$ cat config.mk
export PLATFORM = sky130hd
export DESIGN_NAME = bert_checker_param
export DESIGN_NICKNAME = d
export VERILOG_FILES = /design/src/rtl/bert_checker_param.sv
export SDC_FILE = /design/constraint.sdc
export NUM_CORES = 1
export LEC_CHECK = 0
export CAP_MARGIN = 40
export CORE_MARGIN = 1
export CORE_UTILIZATION = 30
export DETAILED_ROUTE_END_ITERATION = 8
export DONT_BUFFER_PORTS = 1
export GPL_ROUTABILITY_DRIVEN = 0
export GPL_TIMING_DRIVEN = 0
export PLACE_DENSITY_LB_ADDON = 0.12
export RECOVER_POWER = 100
export SYNTH_ARGS = -nofsm -noshare
export SYNTH_HDL_FRONTEND = slang
export SYNTH_SLANG_ARGS = --single-unit
$ cat constraint.sdc
create_clock -name clock -period 5.9 [get_ports clock]
set_input_delay 0.59 -clock clock [delete_from_list [all_inputs] [get_ports clock]]
set_output_delay 0.59 -clock clock [all_outputs]
set_load 0.01 [all_outputs]
$ cat src/rtl/bert_checker_param.sv
// rtl/bert_checker_param.sv - self-synchronising PRBS7/15/23/31 bit-error-ratio checker
// Define BERT_ERR_INJECT_EN to add inject_err, which inverts rx_data[0] of an accepted word.
module bert_checker_param #(
  parameter int DATA_W      = 8,
  parameter int CNT_W       = 32,
  parameter int ERR_W       = 16,
  parameter int LOCK_CNT    = 4,
  parameter int LOSS_THRESH = DATA_W / 2,
  parameter int LOSS_CNT    = 4
) (
  input  logic                         clock,
  input  logic                         reset,
  input  logic                         enable,
  input  logic                         clear,
  input  logic [1:0]                   mode,
  input  logic                         rx_valid,
  input  logic [DATA_W-1:0]            rx_data,
`ifdef BERT_ERR_INJECT_EN
  input  logic                         inject_err,
`endif
  output logic                         err_valid,
  output logic [DATA_W-1:0]            err_word,
  output logic [$clog2(DATA_W+1)-1:0]  word_errs,
  output logic [ERR_W-1:0]             total_error,
  output logic [CNT_W-1:0]             count,
  output logic                         locked,
  output logic                         lost_sync
);

  localparam int WE_W = $clog2(DATA_W + 1);
  localparam int GW   = (LOCK_CNT > 1) ? $clog2(LOCK_CNT) : 1;
  localparam int BW   = (LOSS_CNT > 1) ? $clog2(LOSS_CNT) : 1;
  localparam int ES_W = ((ERR_W > WE_W) ? ERR_W : WE_W) + 1;
  localparam int CS_W = ((CNT_W > 6) ? CNT_W : 6) + 1;
  localparam logic [GW-1:0] LOCK_LAST = GW'(LOCK_CNT - 1);
  localparam logic [BW-1:0] LOSS_LAST = BW'(LOSS_CNT - 1);

  localparam logic [1:0] IDLE   = 2'd0;
  localparam logic [1:0] SEED   = 2'd1;
  localparam logic [1:0] VERIFY = 2'd2;
  localparam logic [1:0] LOCKED = 2'd3;

  logic [1:0]        state;
  logic [1:0]        mode_q;
  logic [30:0]       lfsr;
  logic [4:0]        seed_cnt;
  logic [GW-1:0]     good_cnt;
  logic [BW-1:0]     bad_cnt;

  logic [DATA_W-1:0] rx_eff;
  logic [30:0]       tap_mask;
  logic [30:0]       ord_mask;
  logic [4:0]        seed_last;
  logic [30:0]       s_v;
  logic              fb_v;
  logic [30:0]       lfsr_next;
  logic [DATA_W-1:0] err_next;
  logic [WE_W-1:0]   errs_next;
  logic              seed_zero;
  logic              bad_word;
  logic              mode_change;
  logic              accept;
  logic              lock_acc;
  logic [ES_W-1:0]   err_sum;
  logic [CS_W-1:0]   cnt_sum;

  always_comb begin
    tap_mask  = 31'h0000_0060;
    ord_mask  = 31'h0000_007F;
    seed_last = 5'((7 + DATA_W - 1) / DATA_W - 1);
    case (mode)
      2'b01: begin
        tap_mask  = 31'h0000_6000;
        ord_mask  = 31'h0000_7FFF;
        seed_last = 5'((15 + DATA_W - 1) / DATA_W - 1);
      end
      2'b10: begin
        tap_mask  = 31'h0042_0000;
        ord_mask  = 31'h007F_FFFF;
        seed_last = 5'((23 + DATA_W - 1) / DATA_W - 1);
      end
      2'b11: begin
        tap_mask  = 31'h4800_0000;
        ord_mask  = 31'h7FFF_FFFF;
        seed_last = 5'((31 + DATA_W - 1) / DATA_W - 1);
      end
      default: ;
    endcase
  end

  always_comb begin
    rx_eff = rx_data;
`ifdef BERT_ERR_INJECT_EN
    rx_eff[0] = rx_data[0] ^ inject_err;
`endif
  end

  // Whole word in one cycle, MSB first; SEED loads the received bit instead of feedback.
  always_comb begin
    s_v       = lfsr;
    fb_v      = 1'b0;
    err_next  = '0;
    errs_next = '0;
    for (int i = DATA_W - 1; i >= 0; i--) begin
      fb_v        = ^(s_v & tap_mask);
      err_next[i] = rx_eff[i] ^ fb_v;
      s_v         = {s_v[29:0], (state == SEED) ? rx_eff[i] : fb_v};
    end
    lfsr_next = s_v;
    for (int i = 0; i < DATA_W; i++) begin
      errs_next = errs_next + WE_W'(err_next[i]);
    end
  end

  assign seed_zero   = ((lfsr_next & ord_mask) == 31'd0);
  assign bad_word    = (errs_next >= WE_W'(LOSS_THRESH));
  assign mode_change = (mode != mode_q);
  assign accept      = enable && (state != IDLE) && !mode_change && rx_valid;
  assign lock_acc    = accept && (state == LOCKED);
  assign err_sum     = ES_W'(total_error) + ES_W'(errs_next);
  assign cnt_sum     = CS_W'(count) + CS_W'(DATA_W);
  assign locked      = (state == LOCKED);

  always_ff @(posedge clock or negedge reset) begin
    if (!reset) begin
      state     <= IDLE;
      mode_q    <= 2'b00;
      lfsr      <= '0;
      seed_cnt  <= '0;
      good_cnt  <= '0;
      bad_cnt   <= '0;
      err_valid <= 1'b0;
      err_word  <= '0;
      word_errs <= '0;
      lost_sync <= 1'b0;
    end else begin
      err_valid <= 1'b0;
      lost_sync <= 1'b0;
      mode_q    <= mode;
      if (!enable) begin
        state <= IDLE;
      end else if (state == IDLE || mode_change) begin
        state    <= SEED;
        seed_cnt <= '0;
        good_cnt <= '0;
        bad_cnt  <= '0;
      end else if (rx_valid) begin
        lfsr <= lfsr_next;
        if (state == SEED) begin
          if (seed_cnt == seed_last) begin
            seed_cnt <= '0;
            if (!seed_zero) begin
              state    <= VERIFY;
              good_cnt <= '0;
            end
          end else begin
            seed_cnt <= seed_cnt + 5'd1;
          end
        end else begin
          err_valid <= 1'b1;
          err_word  <= err_next;
          word_errs <= errs_next;
          if (state == VERIFY) begin
            if (|err_next) begin
              state    <= SEED;
              seed_cnt <= '0;
              good_cnt <= '0;
            end else if (good_cnt == LOCK_LAST) begin
              state   <= LOCKED;
              bad_cnt <= '0;
            end else begin
              good_cnt <= good_cnt + GW'(1);
            end
          end else if (!bad_word) begin
            bad_cnt <= '0;
          end else if (bad_cnt == LOSS_LAST) begin
            state     <= SEED;
            lost_sync <= 1'b1;
            seed_cnt  <= '0;
            good_cnt  <= '0;
            bad_cnt   <= '0;
          end else begin
            bad_cnt <= bad_cnt + BW'(1);
          end
        end
      end
    end
  end

  // Clear wins over a same-cycle increment; both counters stick at all-ones.
  always_ff @(posedge clock or negedge reset) begin
    if (!reset) begin
      total_error <= '0;
      count       <= '0;
    end else if (clear) begin
      total_error <= '0;
      count       <= '0;
    end else if (lock_acc) begin
      total_error <= (|err_sum[ES_W-1:ERR_W]) ? '1 : err_sum[ERR_W-1:0];
      count       <= (|cnt_sum[CS_W-1:CNT_W]) ? '1 : cnt_sum[CNT_W-1:0];
    end
  end

endmodule

# Word-level counts from Yosys, hierarchy flattened
# Cells that the tools add are included.
# Widths: inputs -> output; s select.
[op_classes]
add_sub_neg = 12
n_mul = 0
div = 0
order_cmp = 1
n_eq_ne = 23
shift = 0
mux = 65
bitwise_logic = 19
n_reduce_logical = 28
[op_table]
columns = ["cell", "n"]
rows = [
  ["$and 31x31->31", 9],
  ["$reduce_xor 31->1", 8],
  ["$pmux 31 s3", 2],
  ["$mux 32", 3],
  ["$mux 2", 29],
  ["$mux 16", 3],
  ["$mux 5", 8],
  ["$add 32x4->33 const B", 1],
  ["$logic_not 31->1", 1],
  ["$mux 1", 19],
  ["$add 16x4->17", 1],
  ["$add 4x1->4", 4],
  ["$eq 2x2->1 const B", 6],
  ["$ne 5x1->1 const B", 2],
  ["$reduce_and 5->1", 2],
  ["$ne 4x3->1 const B", 2],
  ["$reduce_bool 4->1", 2],
  ["$reduce_or 8->1", 1],
  ["$xor 1x1->1", 8],
  ["$reduce_and 7->1", 1],
  ["$ne 3x1->1 const B", 2],
  ["$ne 3x2->1 const B", 2],
  ["$ne 6x4->1 const B", 1],
  ["$pmux 2 s3", 1],
  ["other kinds (22)", 30],
]
[word_totals]
reg_bits = 106
latch_bits = 0
ramBits = 0
romBits = 0
inputBits = 15
output_inout_bits = 63
elab_cells = 160
n_memories = 0

# Depth between registers and ports, before layout
# Gate-level depths: netlist of run 1.
[logic_depth]
depth_word = 40
ltp_mapped = 27
ltp_nobuf = 25

# Worst setup path before layout of run 1
# No wires, ideal clock.
[synth_timing]
kind = "in2reg"
from = "input mode[1]"
to = "register total_error[9]"
setup_ns = 0.099
t_arrival_ns = 6.083
required_time_ns = 5.801
path_slack_ns = -0.282
path_stages = 24
n_path_buf = 2
cell_sequence = "clkbuf_8 > mux4_2 > mux2i_1 > xor2_1 > o31ai_1 > xor2_1 > fa_1 > inv_1 > fa_1 > fa_1 > inv_1 > ha_1 > inv_1 > fa_1 > fa_1 > nor2b_1 > o21ai_0 > nand2b_1 > nand2_1 > or3_1 > clkbuf_1 > o21ai_0 > a21oi_1 > a311oi_1"
[synth_between]
word_cells_on_any_way = 52
classes_between = "8 x add/sub; 4 x eq/ne; 11 x mux; 16 x bitwise; 13 x reduce/logical"
[synth_lines]
columns = ["element", "line", "text"]
rows = [
  ["from (decl)", "15", "input logic [1:0] mode,"],
  ["$eq 2x2->1 or $eq 2x1->1 (tied branches)", "71", "case (mode)"],
  ["$pmux 31 s3 *", "71", ""],
  ["$and 31x31->31", "105", "fb_v = ^(s_v & tap_mask);"],
  ["$reduce_xor 31->1", "105", ""],
  ["$mux 1", "107", "s_v = {s_v[29:0], (state == SEED) ? rx_eff[i] : fb_v};"],
  ["$and 31x31->31", "105", ""],
  ["$reduce_xor 31->1", "105", ""],
  ["$mux 1", "107", ""],
  ["(+15 left out)", "-", ""],
  ["net err_next[1]", "57", "logic [DATA_W-1:0] err_next;"],
  ["$add 1x1->2 *", "111", "errs_next = errs_next + WE_W'(err_next[i]);"],
  ["$add 2x1->3 *", "111", ""],
  ["$add 3x1->4 *", "111", ""],
  ["$add 4x1->4 * (4 in series)", "111", ""],
  ["$add 16x4->17 *", "120", "assign err_sum = ES_W'(total_error) + ES_W'(errs_next);"],
  ["$mux 16 *", "199", "total_error <= (|err_sum[ES_W-1:ERR_W]) ? '1 : err_sum[ERR_W-1:0];"],
  ["$mux 16 *", "198", "end else if (lock_acc) begin"],
  ["$mux 16 *", "195", "end else if (clear) begin"],
  ["to (signal assigned)", "199", ""],
  ["to (decl)", "24", "output logic [ERR_W-1:0] total_error,"],
]
# The timed path passes the listed nets; every way through them passes the cells marked *. The select of a mux whose other input is x is not followed.
# A chain may end at the register's enable or synchronous reset.

# Worst setup path in the final report of run 1
[layout_timing]
from = "register lfsr[12]"
to = "register total_error[5]"
[layout_between]
elab_chain_len = 35
word_cells_on_any_way = 42
classes_between = "8 x add/sub; 10 x mux; 16 x bitwise; 8 x reduce/logical"
[layout_lines]
columns = ["element", "line", "text"]
rows = [
  ["from (decl)", "45", "logic [30:0] lfsr;"],
  ["from (signal assigned)", "148", "lfsr <= lfsr_next;"],
  ["$and 31x31->31", "105", ""],
  ["$reduce_xor 31->1", "105", ""],
  ["$mux 1", "107", ""],
  ["$and 31x31->31", "105", ""],
  ["$reduce_xor 31->1", "105", ""],
  ["$mux 1", "107", ""],
  ["$and 31x31->31", "105", ""],
  ["$reduce_xor 31->1", "105", ""],
  ["(+16 left out)", "-", ""],
  ["net err_next[0]", "57", ""],
  ["$add 1x1->2 *", "111", ""],
  ["$add 2x1->3 *", "111", ""],
  ["$add 3x1->4 *", "111", ""],
  ["$add 4x1->4 * (4 in series)", "111", ""],
  ["$add 16x4->17 *", "120", ""],
  ["$mux 16 *", "199", ""],
  ["$mux 16 *", "198", ""],
  ["$mux 16 *", "195", ""],
]
# Marked as above.

==> results of run 1 <==
-- cells in the mapped netlist (6+ instances only) --
cell type / instances
xor2_1: 43
nand2_1: 47
clkbuf_1: 14
mux2_2: 26
a21oi_1: 17
xnor2_1: 23
nor2_1: 33
dfrtp_1: 104
and3_1: 11
nor2b_1: 9
nand4_1: 10
inv_1: 24
o21ai_0: 47
mux2i_1: 10
nand3_1: 28
o21ai_2: 8
nor3_1: 13
a311oi_1: 6
ha_1: 12
-- worst reg2reg max path: stages (launching register included) --
cell and delay, ns:
dfrtp_1 0.36, buf_2 0.17, xor2_1 0.16, mux4_2 0.51, mux2i_2 0.22, xor2_1 0.22
a21oi_2 0.10, xnor2_2 0.18, fa_1 0.56, inv_2 0.04, fa_1 0.49, fa_1 0.48
inv_1 0.07, ha_2 0.18, inv_2 0.04, fa_2 0.50, fa_2 0.40, nor2b_4 0.12
o21ai_2 0.06, nand2b_1 0.12, nand2_2 0.07, or3_4 0.41, clkbuf_16 0.18, a211o_1 0.26
a21oi_2 0.13
-- cell type report --
cell class | count | share of cell area, %
Timing Repair Buffer | 23 | 2.58
Multi-Input combinational cell | 430 | 47.2
Clock buffer | 10 | 3.39
Sequential cell | 104 | 37.0
Buffer | 32 | 2.77
Inverter | 24 | 1.28
Clock inverter | 6 | 1.08
Tap cell | 265 | 4.71
-- sequential cells by signal, indices dropped and copies added, names as in the netlist --
| name | count |
|---|---|
| err_word | 8 |
| err_valid | 1 |
| good_cnt | 2 |
| lost_sync | 1 |
| lfsr | 31 |
| count | 30 |
| total_error | 16 |
| seed_cnt | 5 |
| bad_cnt | 2 |
| state | 2 |
| mode_q | 2 |
| word_errs | 4 |
-- final timing paths --
check                            startpoint              to  slack (ns)  cells past startpoint
worst max-delay path               lfsr[12]  total_error[5]       -0.23                     24
worst min register to register  seed_cnt[4]     seed_cnt[4]        0.50                      1
min in group asynchronous             reset        state[0]        1.03                      1
worst min-delay path                mode[1]       mode_q[1]        0.26                      0
max in group asynchronous             reset         lfsr[6]        3.05                      1
worst max register to register     lfsr[12]  total_error[5]       -0.23                     24
-- through the flow --
| step | std cells | instance area, µm² |
|---|---|---|
| 2_1_floorplan | 590 | 6090 |
| 5_1_grt | 894 | 7040 |
| 6_report | 894 | 7040 |
| 4_1_cts | 884 | 6940 |
| 3_5_place_dp | 855 | 6420 |
| 3_3_place_gp | 855 | 6420 |
-- power groups by stage --
stage / registers [mW] / logic, mW / clock network, mW
floorplan: 0.893 / 0.870 / 0
global placement: 0.934 / 1.10 / 0
detailed placement: 0.934 / 1.12 / 0
CTS: 0.920 / 1.33 / 0.669
global route: 0.933 / 1.60 / 0.702
finish: 0.918 / 1.43 / 0.649
-- cells by family after synthesis --
| family | after synthesis | share of synthesized area [%] |
|---|---|---|
| XOR/XNOR | 71 | 11.1 |
| AND/OR/NAND/NOR | 190 | 16.8 |
| adder cells (fa/ha/maj) | 17 | 4.14 |
| AO/OA/AOI/OAI | 110 | 11.4 |
| buffers and inverters | 56 | 4.78 |
| flip-flops | 104 | 43.0 |
| multiplexers | 42 | 8.79 |
-- what timing repair did --
item,in CTS,in global routing
setup buffers,11,12
cloned,1,0
pin swaps,10,16
setup endpoints to repair,23,24
gates resized for setup,20,34
hold endpoints to repair,104,0
hold buffers,1,0
-- per-layer routing --
metal | global-route usage, % | part of all wire (%)
met1 | 21.5 | 46
met2 | 26.0 | 48
met4 | 5.82 | 1.8
met5 | 0 | 0
met3 | 2.38 | 3.8
-- placed cells by master, fill, tap and decap left out, types with 3 or more instances in the layout --
| cell type | instances |
|---|---|
| xnor2_2 | 4 |
| clkinv_4 | 3 |
| clkbuf_2 | 3 |
| nor2_1 | 31 |
| o21ai_2 | 5 |
| dfrtp_1 | 102 |
| mux2i_1 | 8 |
| a21oi_1 | 12 |
| fa_1 | 3 |
| clkbuf_16 | 11 |
| nor2b_1 | 5 |
| o21ai_0 | 51 |
| xnor2_1 | 23 |
| nor4_1 | 4 |
| ha_1 | 10 |
| buf_6 | 4 |
| or2_2 | 3 |
| buf_2 | 4 |
| nand3_1 | 28 |
| a311oi_2 | 5 |
| o31ai_1 | 4 |
| mux2_2 | 26 |
| nand2_1 | 46 |
| and4b_1 | 3 |
| mux4_2 | 5 |
| inv_1 | 22 |
| and3_1 | 11 |
| nor2b_4 | 3 |
| a21oi_2 | 5 |
| o22ai_1 | 3 |
| xor2_1 | 41 |
| nand2b_1 | 5 |
| clkbuf_1 | 20 |
| a211oi_1 | 4 |
| nand4_1 | 11 |
| and4_1 | 3 |
| a22o_1 | 3 |
| or4_1 | 5 |
| buf_4 | 21 |
| nor3_1 | 12 |
==> Flow_metrics.wiki, run 1 <==
{| class="wikitable"
! Metric !! Value
|-
| WP data arrival || 6.41 ns
|-
| Crit path capture type || register
|-
| Maximum resistive drop on vdd || 0.354 mV
|-
| Clk pin slew, worst setup/hold paths || 0.08 ns
|-
| First-pass GRT wire length || 25,300 µm
|-
| Die outline area || 20,700 µm²
|-
| Total count of max-transition violations in the final report || 105
|-
| Deepest level of the CTS H-tree || 3
|-
| Fraction of power spent switching nets || 38.3%
|-
| Nets in the synthesized netlist || 622
|-
| DRC violation count after routing || 0
|-
| Root cell of the clock tree || clkbuf_16
|-
| Pin count of the biggest net entering global routing || 105
|-
| Register area share after synthesis || 43.0%
|-
| Gr ovfl total || 0
|-
| Unrepaired setup endpoints after global routing || yes
|-
| Sequence of cells on the critical path || buf_2 > xor2_1 > mux4_2 > mux2i_2 > xor2_1 > a21oi_2 > xnor2_2 > fa_1 > inv_2 > fa_1 > fa_1 > inv_1 > ha_2 > inv_2 > fa_2 > fa_2 > nor2b_4 > o21ai_2 > nand2b_1 > nand2_2 > or3_4 > clkbuf_16 > a211o_1 > a21oi_2
|-
| Worst slack on hold paths || 0.258 ns
|-
| Critical Path Source Type || register
|-
| Number of search-and-repair iterations in the first detailed-routing pass || 4
|-
| Number of core rows || 51
|-
| Proportion of layout cells with a drive suffix above 1 || 22.1%
|-
| Highest net fanout along the worst path || 6
|-
| Antenna diode instance count || 0
|-
| Yosys top cell area share || 43.0%
|-
| Least setup slack across all paths after layout || -0.235 ns
|-
| Total clock sinks || 104
|-
| Buffers and inverters on the worst path || 5
|-
| Total design power || 3.00 mW
|-
| Final critical delay including setup and external delays || 6.13 ns
|-
| Power density cells || 426 nW/µm²
|-
| Crit-path most repeated cell || fa_1
|-
| Number of I/O port buffers || 0
|-
| Asr flop ratio synth || 100%
|-
| Leading cell types by total area after synthesis || dfrtp_1 (43%), xor2_1 (6.2%), mux2_2 (4.8%), o21ai_0 (3.9%), xnor2_1 (3.3%)
|-
| Final TNS setup || -1.65 ns
|-
| Static Leak || 3.12 nW
|-
| Internal power summed over all cells || 1.85 mW
|-
| Placeable core area || 19,600 µm²
|-
| Final-stage net count || 656
|-
| Max-capacitance violation count || 1
|-
| Number of flops mapped to enable cells by yosys || 0
|-
| Synthesized instance count || 590
|-
| Final standard cell utilization of the core || 35.9%
|-
| Die outline height || 144 µm
|-
| Die width || 144 µm
|-
| Period utilization || 104%
|-
| Final routed wire length divided by cell count || 17.6 µm
|-
| Worst slew margin || -79.1%
|-
| CP max-delay cell || fa_1
|-
| Count of routing violations after the opening detailed-route iteration || 187
|-
| Yosys Warn Count || 0
|-
| Number of buffers created by CTS || 9
|-
| Half-perimeter wire length after placement || 11,100 µm
|-
| Post-synth top area cell || dfrtp_1
|-
| Multi-input gate area || 3320 µm²
|-
| Count of endpoints failing setup in the final report || 14
|-
| Comb power frac || 47.7%
|-
| Upper clock frequency limit || 0.163 GHz
|-
| Num ports || 78
|-
| Initial cell density of the core || 30.9%
|-
| Switching power || 1.15 mW
|-
| Outcome || finished with violations
|-
| Hold Vio Cnt, Final || 0
|-
| Total Wirelength || 15,700 µm
|-
| Crit path kind || reg -> reg
|-
| Number of inserted filler cells in the final layout || 1,978
|-
| Cell class contributing the biggest share of worst-path delay || adder cells
|-
| Via count of the first global-routing pass || 4,575
|-
| Number of buffers between clock root and the deepest sink || 2
|-
| FF/Latch Area || 2610 µm²
|-
| Clock tree from TritonCTS || built
|-
| Post-synthesis area per instance || 10.2 µm²
|-
| Path type of the worst min-delay path || in -> reg
|-
| Violated checks || max-capacitance violations, max-slew violations, negative setup slack
|-
| Relative contribution of the clock network to total power || 21.7%
|-
| Transition at the pin with the smallest max-transition slack || 2.69 ns
|-
| Worst setup slack after placement || -0.669 ns
|-
| Crit path required time || 6.17 ns
|-
| Total number of vias || 4,476
|-
| Vias per std cell || 5.01
|-
| Global routing usage summed across all routing layers || 16.0%
|-
| Top flip-flop cell by instance count after synthesis || dfrtp_1
|-
| Cell area after technology mapping || 6050 µm²
|-
| ANT nets after route || 0
|-
| Insertion delay to the later sink of the worst-skew pair || 0.35 ns
|-
| Final clock skew || 0.00963 ns
|-
| Seq pwr share || 30.6%
|-
| Number of register bits inferred by synthesis || 104
|-
| Synth cell types || 63
|-
| Initial antenna violation count || 0
|-
| Layout overhead on the synthesized area || 16.4%
|-
| Slowest Stage Delay on Critical Path || 0.56 ns
|}
No activity file was read; power rests on OpenSTA's default activity.
==> run 2: changes to the inputs <==
MAX_ROUTING_LAYER = met4   (was not set)
PLACE_DENSITY_LB_ADDON = 0.15   (was 0.12)
==> Flow_metrics.wiki, run 2 (synthesis results as in run 1) <==
{| class="wikitable"
! Metric !! Value
|-
| Critical Path Source Type || register
|-
| WP data arrival || 6.33 ns
|-
| Hold Vio Cnt, Final || 0
|-
| Count of routing violations after the opening detailed-route iteration || 275
|-
| Violated checks || max-capacitance violations, max-slew violations, negative setup slack
|-
| Clock tree from TritonCTS || built
|-
| Total clock sinks || 104
|-
| Most frequent standard cell in the layout excluding fill and tap cells || dfrtp_1
|-
| Transition at the pin with the smallest max-transition slack || 2.67 ns
|-
| Worst setup path start || lfsr[12]
|-
| Worst setup path end || total_error[0]
|-
| Number of flip-flops in the largest register || 31
|-
| Half-perimeter wire length after placement || 10,800 µm
|-
| Die outline area || 20,700 µm²
|-
| Global routing usage summed across all routing layers || 16.0%
|-
| Maximum resistive drop on vdd || 0.405 mV
|-
| Max-capacitance violation count || 1
|-
| Highest net fanout along the worst path || 8
|-
| Root cell of the clock tree || clkbuf_16
|-
| Upper clock frequency limit || 0.165 GHz
|-
| Path depth of the worst reg2reg path || 26
|-
| Num ports || 78
|-
| Die width || 144 µm
|-
| Number of search-and-repair iterations in the first detailed-routing pass || 5
|-
| Period utilization || 103%
|-
| Total count of max-transition violations in the final report || 105
|-
| Final clock skew || 0.00419 ns
|-
| Die outline height || 144 µm
|-
| FF/Latch Area || 2610 µm²
|-
| Placeable core area || 19,600 µm²
|-
| Count of endpoints failing setup in the final report || 14
|-
| Number of buffers created by CTS || 9
|-
| Number of I/O port buffers || 0
|-
| Least setup slack across all paths after layout || -0.174 ns
|-
| Number of buffers between clock root and the deepest sink || 2
|-
| Pin count of the biggest net entering global routing || 105
|-
| Worst setup slack after placement || -0.604 ns
|-
| DRC violation count after routing || 0
|-
| Static Leak || 3.13 nW
|-
| Gr ovfl total || 0
|-
| Commonest cells after routing, fill and taps aside || dfrtp_1 (100), nand2_1 (45), xor2_1 (42), o21ai_0 (42), nor2_1 (31)
|-
| Top register by number of flip-flops || lfsr
|-
| Antenna diode instance count || 0
|-
| Layout overhead on the synthesized area || 17.3%
|-
| Path type of the worst min-delay path || in -> reg
|-
| ANT nets after route || 0
|-
| Multi-input gate area || 3330 µm²
|-
| Vias per std cell || 5.06
|-
| Unrepaired setup endpoints after global routing || yes
|-
| Power density cells || 423 nW/µm²
|-
| Final standard cell utilization of the core || 36.2%
|-
| Registers with the most flip-flops || lfsr: 31 flops, count: 30 flops, total_error: 16 flops
|-
| R2R Path End || total_error[0]
|-
| Minimum setup slack among reg-to-reg paths || -0.17 ns
|-
| Deepest level of the CTS H-tree || 3
|-
| Crit path kind || reg -> reg
|-
| Final routed wire length divided by cell count || 17.3 µm
|-
| Crit path capture type || register
|-
| Number of inserted filler cells in the final layout || 1,990
|-
| Worst slew margin || -77.8%
|-
| Insertion delay to the later sink of the worst-skew pair || 0.35 ns
|-
| Worst reg2reg path startpoint || lfsr[12]
|-
| Total number of vias || 4,552
|-
| Initial cell density of the core || 30.9%
|-
| Proportion of layout cells with a drive suffix above 1 || 23.7%
|-
| Number of core rows || 51
|-
| Via count of the first global-routing pass || 4,473
|-
| Outcome || finished with violations
|-
| Final critical delay including setup and external delays || 6.07 ns
|-
| First-pass GRT wire length || 24,300 µm
|-
| Crit path required time || 6.16 ns
|-
| Total Wirelength || 15,600 µm
|-
| Final-stage net count || 661
|-
| Clk pin slew, worst setup/hold paths || 0.07 ns
|-
| Initial antenna violation count || 0
|}
## run 2: cell type report
cell class                 instances  share of cell area [%]
buffer                            30                    2.81
clock buffer                      12                    3.48
clock inverter                     4                   0.759
inverter                          24                    1.27
multi-input combinational        430                    47.0
sequential                       104                    36.8
tap                              265                    4.68
timing repair buffer              30                    3.25
## run 2: critical path: stages, from the launching register on
cell and delay, ns:
dfrtp_1 0.47, xor2_1 0.19, mux4_2 0.51, mux2i_2 0.22, xor2_1 0.21, a21oi_2 0.10
xnor2_2 0.18, fa_1 0.56, inv_2 0.04, fa_1 0.55, fa_1 0.41, inv_1 0.07
ha_2 0.18, inv_2 0.04, fa_2 0.41, nor2b_4 0.16, nor2_4 0.07, ha_4 0.26
nor2b_4 0.13, o21ai_2 0.05, nand2b_1 0.13, nand2_2 0.08, or3_4 0.36, clkbuf_16 0.17
buf_4 0.13, buf_6 0.11, a311oi_2 0.18
## run 2: report_power, final
part           switching (mW)  total (mW)  internal (mW)
logic                   0.748        1.45          0.706
clock network           0.278       0.621          0.342
registers               0.124       0.923          0.799
total                    1.15        3.00           1.85
## run 2: worst min path at each step
stage,start,endpoint,slack (ns),cells after the start
floorplan,reset,bad_cnt[0],0.29,0
global placement,reset,good_cnt[1],0.30,0
detailed placement,reset,bad_cnt[1],0.30,0
CTS,reset,bad_cnt[1],0.19,1
global route,mode[1],mode_q[1],0.24,0
finish,mode[1],mode_q[1],0.27,0
## run 2: routing by layer
| metal | part of all wire, % | global-route usage (%) | up-vias | wire, µm |
|---|---|---|---|---|
| met4 | 1.9 | 6.66 | 0 | 293 |
| met1 | 45 | 20.7 | 2275 | 6980 |
| met2 | 48 | 24.6 | 104 | 7510 |
| met3 | 5.0 | 2.88 | 17 | 774 |
| met5 | 0 | - | - | 0 |
| li1 | - | - | 2156 | - |
## run 2: repair_timing
| item | 4_1_cts | 5_1_grt |
|---|---|---|
| endpoints found under the setup margin | 19 | 23 |
| setup buffers | 17 | 12 |
| endpoints found under the hold margin | 104 | 0 |
| resized for setup | 26 | 23 |
| hold buffers | 1 | 0 |
| pin swaps | 17 | 13 |
## run 2: stage by stage
stage / hold slack [ns] / instance area, µm² / setup TNS, ns / std cells / power, mW
finish: 0.266 / 7090 / -1.43 / 899 / 3.00
global route: 0.244 / 7090 / -4.85 / 899 / 3.24
CTS: 0.194 / 6970 / -0.739 / 888 / 2.83
detailed placement: 0.300 / 6420 / -7.80 / 855 / 2.05
global placement: 0.298 / 6420 / -6.25 / 855 / 2.03
floorplan: 0.294 / 6090 / -0.0966 / 590 / 1.76
